[config.mk]
export PLATFORM = sky130hd
export DESIGN_NAME = rc4_mem_decrypt
export DESIGN_NICKNAME = d
export VERILOG_FILES = /design/src/rtl/rc4_mem_decrypt.sv
export SDC_FILE = /design/constraint.sdc
export NUM_CORES = 1
export LEC_CHECK = 0
export CAP_MARGIN = 25
export CORE_MARGIN = 4
export CORE_UTILIZATION = 29
export CTS_CLUSTER_DIAMETER = 30
export CTS_CLUSTER_SIZE = 30
export DETAILED_ROUTE_END_ITERATION = 10
export PLACE_DENSITY_LB_ADDON = 0.05
export SYNTH_ARGS = -nofsm -noshare
export SYNTH_HDL_FRONTEND = slang
export SYNTH_SLANG_ARGS = --single-unit
[constraint.sdc]
create_clock -name clk -period 2.1 [get_ports clk]
set_input_delay 0.21 -clock clk [delete_from_list [all_inputs] [get_ports clk]]
set_output_delay 0.21 -clock clk [all_outputs]
set_load 0.05 [all_outputs]
[src/rtl/rc4_mem_decrypt.sv]
`default_nettype none
// ============================================================================
// Module   : rc4_mem_decrypt
// Purpose  : RC4 PRGA stage; walks the S-box, XORs keystream with ROM bytes
//            and writes plaintext to RAM over one shared memory bus.
//            Optional: define MEM_DECRYPT_SWAP_SKIP_EN to skip no-op swaps.
// Revision : 1.0  initial release
// ============================================================================
module rc4_mem_decrypt (
  input  logic       clk,
  input  logic       reset,
  input  logic       start_sig,
  input  logic [7:0] iterations,
  input  logic [7:0] q_data,
  output logic       finish,
  output logic       decrypt_mem_handler,
  output logic [7:0] address,
  output logic [7:0] data,
  output logic [1:0] memory_sel,
  output logic       wen
);

  localparam logic [1:0] C_SEL_S   = 2'd0;
  localparam logic [1:0] C_SEL_ENC = 2'd1;
  localparam logic [1:0] C_SEL_DEC = 2'd2;

  typedef enum logic [4:0] {
    IDLE, INC_I, WAIT_SI, READ_SI, ADDR_SJ, WAIT_SJ, READ_SJ, WR_J, WR_I,
    ADDR_F, WAIT_F, READ_F, ADDR_ENC, WAIT_ENC, READ_ENC, WR_DEC, NEXT, DONE
  } state_t;

  state_t     state_q, state_d;
  logic       go_q, go_d;
  logic [7:0] iter_q, iter_d;
  logic [7:0] i_q, i_d, j_q, j_d, k_q, k_d;
  logic [7:0] si_q, si_d, sj_q, sj_d, f_q, f_d, e_q, e_d;
  logic [7:0] addr_q, addr_d, data_q, data_d;
  logic [1:0] sel_q, sel_d;
  logic       wen_q, wen_d, fin_q, fin_d, hnd_q, hnd_d;
  logic       swap_skip;

`ifdef MEM_DECRYPT_SWAP_SKIP_EN
  assign swap_skip = (i_q == j_q);
`else
  assign swap_skip = 1'b0;
`endif

  always_comb begin
    state_d = state_q;
    go_d    = go_q;
    iter_d  = iter_q;
    i_d     = i_q;
    j_d     = j_q;
    k_d     = k_q;
    si_d    = si_q;
    sj_d    = sj_q;
    f_d     = f_q;
    e_d     = e_q;
    addr_d  = addr_q;
    data_d  = data_q;
    sel_d   = sel_q;
    wen_d   = 1'b0;
    fin_d   = 1'b0;

    // Transitions. A start is first registered (go_q) so the run begins
    // one cycle after the sampling edge.
    case (state_q)
      IDLE: begin
        if (go_q) begin
          go_d    = 1'b0;
          state_d = (iter_q == 8'd0) ? NEXT : INC_I;
        end else if (start_sig) begin
          go_d   = 1'b1;
          iter_d = iterations;
          i_d    = 8'd0;
          j_d    = 8'd0;
          k_d    = 8'd0;
        end
      end
      INC_I:    state_d = WAIT_SI;
      WAIT_SI:  state_d = READ_SI;
      READ_SI:  state_d = ADDR_SJ;
      ADDR_SJ:  state_d = WAIT_SJ;
      WAIT_SJ:  state_d = READ_SJ;
      READ_SJ:  state_d = swap_skip ? ADDR_F : WR_J;
      WR_J:     state_d = WR_I;
      WR_I:     state_d = ADDR_F;
      ADDR_F:   state_d = WAIT_F;
      WAIT_F:   state_d = READ_F;
      READ_F:   state_d = ADDR_ENC;
      ADDR_ENC: state_d = WAIT_ENC;
      WAIT_ENC: state_d = READ_ENC;
      READ_ENC: state_d = WR_DEC;
      WR_DEC: begin
        state_d = NEXT;
        k_d     = k_q + 8'd1;
      end
      NEXT:     state_d = (k_q == iter_q) ? DONE : INC_I;
      DONE:     state_d = IDLE;
      default:  state_d = IDLE;
    endcase

    // Outputs are decoded from the state being entered so they register
    // alongside it; read captures happen on the edge that ends each WAIT.
    case (state_d)
      IDLE: begin
        addr_d = 8'd0;
        data_d = 8'd0;
        sel_d  = C_SEL_S;
      end
      INC_I: begin
        i_d    = i_q + 8'd1;
        addr_d = i_q + 8'd1;
        sel_d  = C_SEL_S;
      end
      READ_SI: si_d = q_data;
      ADDR_SJ: begin
        j_d    = j_q + si_q;
        addr_d = j_q + si_q;
        sel_d  = C_SEL_S;
      end
      READ_SJ: sj_d = q_data;
      WR_J: begin
        addr_d = j_q;
        data_d = si_q;
        sel_d  = C_SEL_S;
        wen_d  = 1'b1;
      end
      WR_I: begin
        addr_d = i_q;
        data_d = sj_q;
        sel_d  = C_SEL_S;
        wen_d  = 1'b1;
      end
      ADDR_F: begin
        addr_d = si_q + sj_q;
        sel_d  = C_SEL_S;
      end
      READ_F: f_d = q_data;
      ADDR_ENC: begin
        addr_d = k_q;
        sel_d  = C_SEL_ENC;
      end
      READ_ENC: e_d = q_data;
      WR_DEC: begin
        addr_d = k_q;
        data_d = f_q ^ e_q;
        sel_d  = C_SEL_DEC;
        wen_d  = 1'b1;
      end
      DONE:    fin_d = 1'b1;
      default: ;
    endcase

    hnd_d = (state_d != IDLE);
  end

  always_ff @(posedge clk) begin
    if (reset) begin
      state_q <= IDLE;
      go_q    <= 1'b0;
      iter_q  <= 8'd0;
      i_q     <= 8'd0;
      j_q     <= 8'd0;
      k_q     <= 8'd0;
      si_q    <= 8'd0;
      sj_q    <= 8'd0;
      f_q     <= 8'd0;
      e_q     <= 8'd0;
      addr_q  <= 8'd0;
      data_q  <= 8'd0;
      sel_q   <= 2'd0;
      wen_q   <= 1'b0;
      fin_q   <= 1'b0;
      hnd_q   <= 1'b0;
    end else begin
      state_q <= state_d;
      go_q    <= go_d;
      iter_q  <= iter_d;
      i_q     <= i_d;
      j_q     <= j_d;
      k_q     <= k_d;
      si_q    <= si_d;
      sj_q    <= sj_d;
      f_q     <= f_d;
      e_q     <= e_d;
      addr_q  <= addr_d;
      data_q  <= data_d;
      sel_q   <= sel_d;
      wen_q   <= wen_d;
      fin_q   <= fin_d;
      hnd_q   <= hnd_d;
    end
  end

  assign finish              = fin_q;
  assign decrypt_mem_handler = hnd_q;
  assign address             = addr_q;
  assign data                = data_q;
  assign memory_sel          = sel_q;
  assign wen                 = wen_q;

endmodule
`default_nettype wire

Word level (Yosys, flattened, before mapping)
Index checks and enable logic that the tools add are counted.
- register bits after elaboration: 91
- bits of input ports: 19
- output and inout bits: 21
- add/subtract/negate cells: 4
- eq/ne operators: 33
- muxes and demuxes: 17
- bitwise operators: 2
- reductions and logical operators: 19
- operators with widths (cell ; count):
    5-bit case mux with 17 select lines ; 1
    5-bit by 4-bit == test with 1-bit output, second input constant ; 14
    8-bit case mux with 7 select lines ; 1
    8-bit 2-to-1 mux ; 5
    5-bit by 3-bit == test with 1-bit output, second input constant ; 7
    8-bit case mux with 4 select lines ; 1
    8-bit by 1-bit adder with 8-bit output, second input constant ; 2
    8-bit adder ; 2
    8-bit case mux with 2 select lines ; 1
    5-bit by 2-bit == test with 1-bit output, second input constant ; 3
    5-bit 2-to-1 mux ; 3
    3-bit AND reduction ; 4
    5-bit by 1-bit == test with 1-bit output, second input constant ; 2
    5-bit == test, second input constant ; 2
    5-bit logical NOT ; 2
    2-bit nonzero test ; 5
    8-bit == test ; 1
    8-bit logical NOT ; 1
    8-bit XOR ; 1
    7-bit nonzero test ; 1
    2-bit case mux with 3 select lines ; 1
    6-bit OR reduction ; 1
    5-bit nonzero test ; 1
    1-bit 2-to-1 mux ; 4
    7 further kinds ; 9

Longest topological paths before layout
Gate-level depths: netlist (run 1).
- depth in word-level cells: 7
- depth in mapped cells: 9
- gate-level depth less buffers: 9

Worst setup path before layout (run 1)
Ideal clock, no wire load.
- path kind: register to register
- start point: register state_q[2]
- end point: register i_q[2]
- arrival time: 1.753 ns
- path slack: 0.225 ns
- cell stages (with the launch flop): 9
- path buffers: 2
- period minus slack after synthesis: 1.875 ns
- cell sequence: dfxtp_1 buf_6 and3_2 a221o_2 o311ai_2 or3b_1 buf_6 nor2_4 o311a_1
- word-level cells in the longest chain between the ends: 5
- elaborated cells on any way between the ends: 25
- those cells by class: 18 x eq/ne; 3 x mux; 4 x reduce/logical
- RTL lines (what ; RTL line ; text):
    start, declared ; 32 ; state_t state_q, state_d;
    start signal, assigned ; 177 ; state_q <= state_d;
    5-bit == test, or another cell as far along ; 67 ; case (state_q)
    5-bit case mux with 17 select lines ; 67 ;
    5-bit by 1-bit == test with 1-bit output ; 105 ; case (state_d)
    2-bit by 1-bit != test with 1-bit output (no source line) or 2-bit nonzero test (tied branches) ; n/a ;
    3-bit AND reduction (no source line) ; n/a ;
    end signal, assigned ; 180 ; i_q <= i_d;
    end, declared ; 35 ; logic [7:0] i_q, i_d, j_q, j_d, k_q, k_d;
Several ways; a longest one is shown, not always the timed one.
A chain may end at the register's enable or synchronous reset.

Worst setup path in the final report (run 1)
- start point: register iter_q[2]
- end point: register data_q[2] (netlist: data[2])
- word-level cells in the longest chain between the ends: 6
- elaborated cells on any way between the ends: 12
- those cells by class: 4 x eq/ne; 5 x mux; 3 x reduce/logical
- RTL lines (what ; RTL line ; text):
    start, declared ; 34 ; logic [7:0] iter_q, iter_d;
    start signal, assigned ; 179 ; iter_q <= iter_d;
    8-bit logical NOT ; 71 ; state_d = (iter_q == 8'd0) ? NEXT : INC_I;
    5-bit 2-to-1 mux ; 71 ;
    5-bit 2-to-1 mux ; 69 ; if (go_q) begin
    5-bit case mux with 17 select lines (*) ; 67 ;
    5-bit by 4-bit == test with 1-bit output, or another cell as far along ; 105 ;
    8-bit case mux with 4 select lines or 4-bit nonzero test (tied branches) ; n/a ;
    end signal, assigned ; 188 ; data_q <= data_d;
    end, declared ; 37 ; logic [7:0] addr_q, addr_d, data_q, data_d;
Mark *: on every way between the ends. The rest lies on a longest branch, timed or not.

==> results of run 1 <==
[routing by layer]
metal  global-route usage, %  wire [µm]  up-vias
met2                    28.7       7290       81
li1                        -          -     2168
met5                       0          0        -
met4                    4.54        202        0
met3                    3.45        556       15
met1                    22.3       6890     2060
[critical path: stages (launching register included)]
cell       delay (ns)
dfxtp_4          0.36
nor4b_4          0.27
nand4_1          0.19
buf_4            0.19
o21a_4           0.21
and2_4           0.15
a311oi_4         0.32
buf_6            0.20
o2bb2ai_2        0.10
[repair_timing]
action / CTS / global route
endpoints found under the hold margin: 0 / 0
pin swaps: 0 / 5
resized for setup: 9 / 30
setup buffers: 0 / 2
endpoints found under the setup margin: 10 / 24
[state kept, by name (all words and copies together) (netlist names), 2 cells and up]
| signal | cells |
|---|---|
| address | 8 |
| data | 8 |
| e_q | 8 |
| f_q | 8 |
| i_q | 8 |
| iter_q | 8 |
| j_q | 8 |
| k_q | 8 |
| si_q | 8 |
| sj_q | 8 |
| state_q | 5 |
| memory_sel | 2 |
[cell type report]
cell class,instances,area (µm²)
Clock buffer,10,229
Tap cell,216,270
Sequential cell,91,1830
Fill cell,1666,9730
Clock inverter,6,52.6
Multi-Input combinational cell,415,2810
Timing Repair Buffer,109,915
Inverter,13,48.8
[cell usage after synthesis, types with 3 or more instances]
cell       count
a22oi_1        9
ha_1          16
xnor2_1       14
inv_1         13
a41oi_1        6
o21bai_1       3
a22o_1         3
buf_6          5
nand4_1        4
nand2b_1       6
o2bb2ai_1      7
nor2_1        48
buf_2          5
mux2i_1       16
nand2_1       67
nand3_1       38
xor2_1        24
nor4_1         3
dfxtp_1       91
a31oi_1        9
a21oi_1       51
clkbuf_1      18
nand3b_1       3
a211oi_1       8
nor3_1        17
a222oi_1       9
o21ai_0       11
[stage by stage]
| step | worst slack [ns] | power [µW] |
|---|---|---|
| floorplan | 0.225 | 3400 |
| global placement | -0.108 | 4320 |
| detailed placement | -0.102 | 4320 |
| CTS | 0.00464 | 5940 |
| global route | -0.0376 | 6360 |
| finish | 0.0399 | 5970 |
[kinds of logic after synthesis]
group	after synthesis
simple gates	208
compound gates	135
flops	91
buf+inv	43
xor+xnor	38
fa+ha+maj	18
mux	16
[worst max-delay path by stage]
stage | start | end | slack, ns | cells past startpoint
finish | iter_q[2]$_SDFFE_PP0P_ | data[2]$_SDFFE_PP0P_ | 0.04 | 8
global route | iter_q[2]$_SDFFE_PP0P_ | data[0]$_SDFFE_PP0P_ | -0.04 | 8
CTS | state_q[3]$_SDFF_PP0_ | i_q[3]$_SDFFE_PP0P_ | 0.005 | 6
detailed placement | si_q[0]$_SDFFE_PP0N_ | address[4]$_SDFFE_PP0P_ | -0.10 | 9
global placement | state_q[3]$_SDFF_PP0_ | address[6]$_SDFFE_PP0P_ | -0.11 | 7
floorplan | state_q[2]$_SDFF_PP0_ | i_q[2]$_SDFFE_PP0P_ | 0.23 | 8
[cell usage in the layout (no fill, tap or decap), types with 4 or more instances in the layout]
cell / Yosys / routed
nand2b_1: 6 / 5
clkinv_4: 0 / 6
dfxtp_1: 91 / 83
clkbuf_16: 0 / 9
inv_1: 13 / 13
o2bb2ai_2: 0 / 7
dfxtp_2: 0 / 7
nor2_1: 48 / 47
clkdlybuf4s50_1: 0 / 38
a41oi_1: 6 / 6
nor3_1: 17 / 15
buf_4: 1 / 69
ha_1: 16 / 15
nand4_1: 4 / 4
a211oi_2: 1 / 6
mux2i_1: 16 / 16
o21ai_0: 11 / 9
nand3_1: 38 / 38
a22oi_1: 9 / 9
xor2_1: 24 / 24
nand2_1: 67 / 66
nor3_2: 2 / 4
a21oi_1: 51 / 50
a222oi_1: 9 / 9
a31oi_1: 9 / 9
xnor2_1: 14 / 14
[power by group]
part / internal [µW] / switching (µW) / leakage [µW]
Clock: 816 / 743 / 0.000137
Combinational: 1030 / 1330 / 0.00143
Sequential: 1870 / 174 / 0.000739
Total: 3720 / 2250 / 0.00231
==> results_dict.tcl, run 1 <==
set metrics [dict create \
    hold_depth 2 \
    synth_ff_type "dfxtp_1" \
    yosys-top-cells-area "dfxtp_1 (39%), a21oi_1 (5.4%), nand2_1 (5.3%)" \
    grt_usage_pct 17.0 \
    synth_warnings 0 \
    port_buffers 39 \
    via_count 4324 \
    fin_worst_skew_ns 0.0104 \
    die_h_um 135 \
    rr_startpoint "iter_q[2]$_SDFFE_PP0P_" \
    synth_edf_count 0 \
    design_area_um2 6160 \
    syn_to_final_growth_pct 30.7 \
    worst_slew_pin_slew_ns 0.536 \
    synth_cells 549 \
    htreeDepth 3 \
    final_util_pct 38.8 \
    grt_overflow 0 \
    hpwl_mm 11.5 \
    fin_nets 676 \
    grt_pass1_vias 4236 \
    dr.pass1.iters 7 \
    critPathRequiredTime_ns 2.38 \
    power_density_nw_per_um2 969 \
    gp_congestion 0.801 \
    postRouteAntennaNets 0 \
    min_period_ns 2.06 \
    fin_crit_sh_pct 98.1 \
    cts_tree "done" \
    synth_compound_area_share_pct 19.9 \
    max_slew_margin_pct 64.3 \
    endpoint_kind "register" \
    slew_violations 0 \
    max_freq_mhz 485 \
    synth_xor_xnor_area_share_pct 7.07 \
    outcome "complete, no violations" \
    ir_drop_v 0.000398 \
    async_flop_share_pct 0 \
    syn-mean-instance-area_um2 8.58 \
    synthMuxAreaShare_pct 3.40 \
    clockBufferDepth 2 \
    dieArea_um2 18300 \
    rrSetupSlack_ns 0.04 \
    path_clk_slew_ns 0.07 \
    core_area_um2 15900 \
    final-setup-viol-count 0 \
    dp.cells 842 \
    clkSinkCount 91 \
    dieWidth_um 135 \
    viasPerCell 5.03 \
    leakage_uw 0.00231 \
    cp_max_fo 7 \
    synthesis.nets 586 \
    wl_mm 14.9 \
    drv_cap 0 \
    hold_path.class "in2reg" \
    fin_tns_setup_ns 0 \
    synth_area_um2 4710 \
    clk_latency_ns 0.36 \
    synth.distinct_cells 62 \
    cts-root-buf "clkbuf_16" \
    cts-buffers-inserted 9 \
    io_pins 40 \
    antenna_found_initial 0 \
    placed_cell_area_um2 5710 \
    grt_pass1_wl_mm 24.1 \
    diodes 0 \
    r2r-end "data[2]$_SDFFE_PP0P_" \
    rsz0062_at_grt "yes" \
    synth_top_area_share_pct 38.7 \
    drc 0 \
    start_util_pct 29.6 \
    min-delay-start "reset" \
    timing.hold.ws_ns 0.316 \
    yosys.area.top_type "dfxtp_1" \
    hold_buffers 0 \
    drt_iter0_drc 341 \
    synthAdderAreaFrac_pct 5.10 \
    grt_max_degree 38 \
    hold_viol 0 \
    ys_seq_elements 91 \
    synth_top_family_by_area "simple AND/OR/NAND/NOR gates" \
    cp-start-kind "register" \
    synthSimpleGateAreaFrac_pct 21.2 \
    drive_above_1_share_pct 20.8 \
    ys_seq_area_share_pct 38.7 \
    whs_endpoint "state_q[0]$_SDFF_PP0_" \
    ff2ff_path_depth 8 \
    instances_no_fill 860 \
    critPathKind "reg2reg" \
    cp_data_arrival_time_ns 2.34 \
    fp-row-count 46 \
    wl_per_cell_um 17.4 \
]
Note: power is estimated with default switching activity, not from simulation.
==> inputs of run 2 (changes only) <==
Settings changed: CORE_MARGIN 4 to unset.
==> run 2 against run 1 <==
Net effect:
- worst hold slack worse by 0.11 ns
- flip-flop and latch count unchanged
- via count rose by 0.72%
- first-iteration DRC count fell by 19%
- combinational power about the same
- die area decreased by 8.7%
- wire length up 1.3%
- critical path type unchanged
- critical endpoint is now address[1]$_SDFFE_PP0P_
- largest power group unchanged
==> results_dict.tcl, run 2 (synthesis gave the netlist of run 1 again) <==
set metrics [dict create \
    clkPwrFrac_pct 26.6 \
    cts_tree "done" \
    cp-start-kind "register" \
    wl_per_cell_um 17.6 \
    worst_slew_pin_slew_ns 0.507 \
    syn_to_final_growth_pct 30.3 \
    grt_usage_pct 19.2 \
    grt_overflow 0 \
    swShare_pct 37.9 \
    leakage_uw 0.00231 \
    critPathBufInv 1 \
    max_freq_mhz 499 \
    grt_pass1_vias 4313 \
    gp_congestion 0.792 \
    start_util_pct 29.6 \
    final_common_cell "dfxtp_1" \
    fp-row-count 46 \
    clockBufferDepth 2 \
    multi_input_area_um2 2760 \
    cp_data_arrival_time_ns 2.27 \
    clk_latency_ns 0.36 \
    post-place-ws_ns -0.0470 \
    fill_cells 1710 \
    final-setup-viol-count 0 \
    endpoint_kind "register" \
    via_count 4355 \
    min_period_ns 2.01 \
    hold_path.class "in2reg" \
    drv_cap 0 \
    cts-buffers-inserted 9 \
    seq_power_share_pct 34.0 \
    die_h_um 129 \
    cp_top_family "compound AO/OA/AOI/OAI gates" \
    crit_chain "and3_2, a221o_2, o21bai_1, nand3_1, buf_4, nand3_1, a41oi_1" \
    placed_cell_area_um2 5710 \
    drive_above_1_share_pct 20.2 \
    grt_pass1_wl_mm 23.7 \
    fin_worst_skew_ns 0.0101 \
    outcome "complete, no violations" \
    postRouteAntennaNets 0 \
    critPathRequiredTime_ns 2.36 \
    htreeDepth 3 \
    design_area_um2 6130 \
    dr.pass1.iters 8 \
    antenna_found_initial 0 \
    viasPerCell 5.05 \
    mostFrequentLayoutCells "dfxtp_1 (82), buf_4 (72), nand2_1 (66)" \
    clkSinkCount 91 \
    worst_slack_ns 0.0941 \
    hold_depth 2 \
    ir_drop_v 0.000412 \
    diodes 0 \
    fin_nets 679 \
    path_clk_slew_ns 0.07 \
    grt_max_degree 32 \
    cpMaxStageDelayCell "a221o_2" \
    cpMostUsedCell "nand3_1" \
    dieWidth_um 129 \
    io_pins 40 \
    rsz0062_at_grt "yes" \
    wl_mm 15.1 \
    max_stage_delay_ns 0.46 \
    hold_buffers 0 \
    hpwl_mm 11.6 \
    fin_crit_sh_pct 95.5 \
    timing.hold.ws_ns 0.210 \
    power_density_nw_per_um2 982 \
    regArea_um2 1830 \
    cts-root-buf "clkbuf_16" \
    switchingPower_uw 2280 \
    power.internal_uw 3740 \
    port_buffers 39 \
    ff2ff_path_depth 7 \
    dieArea_um2 16800 \
    max_slew_margin_pct 66.1 \
    core_area_um2 15900 \
    combPwrFrac_pct 39.4 \
    drt_iter0_drc 277 \
    slew_violations 0 \
    cp_num_cells 7 \
    hold_viol 0 \
    cp_max_fo 9 \
    critPathKind "reg2reg" \
    drc 0 \
]
-- run 2: cell count changes in the layout (fill, tap and decap cells not counted), sizes merged --
| cell | change |
|---|---|
| buf | +3 |
| clkinv | -6 |
| clkinvlp | +1 |
| inv | +5 |
-- run 2: timing repair --
action / in CTS / in global routing
setup buffers: 0 / 5
setup endpoints to repair: 14 / 29
gates resized for setup: 7 / 24
pin swaps: 1 / 8
cloned: 0 / 0
-- run 2: final timing paths --
kind / start / endpoint / slack, ns
setup reg to reg: state_q[1]$_SDFF_PP0_ / address[1]$_SDFFE_PP0P_ / 0.09
hold / removal: reset / j_q[7]$_SDFFE_PP0P_ / 0.21
setup / recovery: state_q[1]$_SDFF_PP0_ / address[1]$_SDFFE_PP0P_ / 0.09
hold reg to reg: data[4]$_SDFFE_PP0P_ / data[4]$_SDFFE_PP0P_ / 0.46
-- run 2: final cells by class --
type	instances	share of cell area, %
Multi-Input combinational cell	415	45.0
Sequential cell	91	29.9
Clock inverter	6	0.877
Clock buffer	10	3.73
Timing Repair Buffer	112	15.3
Inverter	13	0.795
Tap cell	216	4.41
-- run 2: per-stage QoR --
step | setup TNS [ns] | utilization [%] | power, µW | instances
after global placement | -0.134 | 35.9 | 4300 | 842
after detailed placement | -0.235 | 35.9 | 4300 | 842
after floorplan | 0 | - | 3400 | 549
after global routing | -0.0152 | 38.6 | 6390 | 863
final | 0 | 38.6 | 6020 | 863
after CTS | -0.0329 | 37.9 | 5940 | 858
-- run 2: layer usage --
layer  share of wire [%]  GRT usage [%]  vias up
li1                    -              -     2169
met1                  46           24.1     2106
met2                  49           33.5       66
met3                 3.1           3.34       14
met4                 1.4           5.40        0
met5                   0              0        -
-- run 2: power by group through the flow --
stage / Sequential [µW] / Combinational (µW) / Clock, µW
2_1_floorplan: 2040 / 1360 / 0
3_3_place_gp: 2070 / 2230 / 0
3_5_place_dp: 2070 / 2230 / 0
4_1_cts: 2040 / 2250 / 1650
5_1_grt: 2070 / 2590 / 1730
6_report: 2050 / 2370 / 1600
==> inputs of run 3 (changes only) <==
Settings changed: RECOVER_POWER set to 25, SLEW_MARGIN set to 10.
==> run 3 against run 2 <==
Net effect:
- critical path depth unchanged
- total power is essentially flat
- global-route usage did not move
- critical endpoint unchanged
- largest cell class unchanged
- highest routed layer unchanged
==> results_dict.tcl, run 3 (synthesis gave the netlist of run 1 again) <==
set metrics [dict create \
    diodes 0 \
    clk_latency_ns 0.36 \
    final-setup-viol-count 0 \
    cts_tree "done" \
    core_area_um2 15900 \
    gp_congestion 0.792 \
    cp_max_fo 6 \
    rsz0062_at_grt "yes" \
    cpMostUsedCell "nand3_1" \
    wl_per_cell_um 17.6 \
    power_density_nw_per_um2 984 \
    mostFrequentLayoutCells "dfxtp_1 (83), buf_4 (69), nand2_1 (66)" \
    grt_overflow 0 \
    port_buffers 39 \
    hold_path.class "in2reg" \
    cts-buffers-inserted 9 \
    syn_to_final_growth_pct 29.9 \
    fin_nets 679 \
    grt_pass1_vias 4313 \
    via_count 4355 \
    path_clk_slew_ns 0.07 \
    fill_cells 1716 \
    crit_chain "and3_2, a221o_2, o21bai_1, nand3_1, buf_4, nand3_1, a41oi_1" \
    dr.pass1.iters 8 \
    hpwl_mm 11.6 \
    grt_pass1_wl_mm 23.7 \
    hold_buffers 0 \
    wl_mm 15.2 \
    ir_drop_v 0.000411 \
    drc 0 \
    clockBufferDepth 2 \
    design_area_um2 6120 \
    instances_no_fill 863 \
    max_stage_delay_ns 0.46 \
    drv_cap 0 \
    worst_slew_pin_slew_ns 0.655 \
    hold_depth 2 \
    cpMaxStageDelayCell "a221o_2" \
    r2r-end "address[1]$_SDFFE_PP0P_" \
    fin_crit_sh_pct 96.0 \
    cp_data_arrival_time_ns 2.28 \
    ff2ff_path_depth 7 \
    antenna_found_initial 0 \
    max_slew_margin_pct 56.3 \
    rrSetupSlack_ns 0.08 \
    critPathKind "reg2reg" \
    outcome "complete, no violations" \
    timing.hold.ws_ns 0.211 \
    postRouteAntennaNets 0 \
    io_pins 40 \
    fp-row-count 46 \
    dp.cells 842 \
    cp-start-kind "register" \
    rr_startpoint "state_q[0]$_SDFF_PP0_" \
    final_common_cell "dfxtp_1" \
    clkSinkCount 91 \
    viasPerCell 5.05 \
    cts-root-buf "clkbuf_16" \
    min_period_ns 2.02 \
    endpoint_kind "register" \
    final_util_pct 38.5 \
    max_freq_mhz 496 \
    hold_viol 0 \
    min-delay-start "reset" \
    htreeDepth 3 \
    placed_cell_area_um2 5710 \
    grt_max_degree 32 \
    die_h_um 129 \
    critPathRequiredTime_ns 2.36 \
    drt_iter0_drc 272 \
    start_util_pct 29.6 \
    leakage_uw 0.00230 \
    whs_endpoint "j_q[7]$_SDFFE_PP0P_" \
    dieWidth_um 129 \
    slew_violations 0 \
    drive_above_1_share_pct 19.6 \
    fin_worst_skew_ns 0.0111 \
    grt_usage_pct 19.2 \
    dieArea_um2 16800 \
]
-- run 3: final cells by class --
class	instances	area [µm²]	share of cell area [%]
Multi-Input combinational cell	415	2760	45.0
Sequential cell	91	1830	29.9
Timing Repair Buffer	112	928	15.2
Tap cell	216	270	4.42
Clock buffer	10	229	3.74
Clock inverter	6	53.8	0.880
Inverter	13	48.8	0.798
-- run 3: report_power, final --
part	internal [µW]	total [µW]	switching, µW
Clock	830	1600	774
Combinational	1040	2370	1330
Sequential	1870	2050	180
-- run 3: worst max path at each step --
stage                     cells past startpoint  slack, ns                       to             startpoint
after global placement                        9      -0.05  address[4]$_SDFFE_PP0P_   si_q[0]$_SDFFE_PP0N_
after detailed placement                      8      -0.05      j_q[1]$_SDFFE_PP0P_  state_q[2]$_SDFF_PP0_
final                                         7       0.08  address[1]$_SDFFE_PP0P_  state_q[0]$_SDFF_PP0_
after CTS                                     7      -0.03  address[6]$_SDFFE_PP0P_  state_q[3]$_SDFF_PP0_
after floorplan                               8       0.23      i_q[2]$_SDFFE_PP0P_  state_q[2]$_SDFF_PP0_
after global routing                          8      -0.01      i_q[2]$_SDFFE_PP0P_  state_q[4]$_SDFF_PP0_
-- run 3: routing by layer --
| metal | share of wire [%] | wire length [µm] | GRT usage, % |
|---|---|---|---|
| met5 | 0 | 0 | 0 |
| met4 | 1.4 | 208 | 5.40 |
| met3 | 3.1 | 470 | 3.34 |
| met2 | 49 | 7440 | 33.5 |
| met1 | 46 | 7040 | 24.1 |
-- run 3: metrics by stage --
stage | setup TNS (ns) | total power [µW] | setup slack, ns
after floorplan | 0 | 3400 | 0.225
after global placement | -0.134 | 4300 | -0.0543
after detailed placement | -0.235 | 4300 | -0.0470
after CTS | -0.0329 | 5940 | -0.0329
after global routing | -0.0125 | 6380 | -0.00969
final | 0 | 6020 | 0.0832
-- run 3: timing repair --
action | CTS | global route
gates cloned | 0 | 0
buffers inserted | 0 | 5
endpoints found under the setup margin | 14 | 29
pin swaps | 1 | 8
gates resized for setup | 7 | 24
-- run 3: critical path: cells and delay by family, from the launching register on --
kind                   cells  cell delay [ns]
AO/OA/AOI/OAI              3             0.93
buffers and inverters      1             0.15
flip-flops                 1             0.37
AND/OR/NAND/NOR            3             0.46
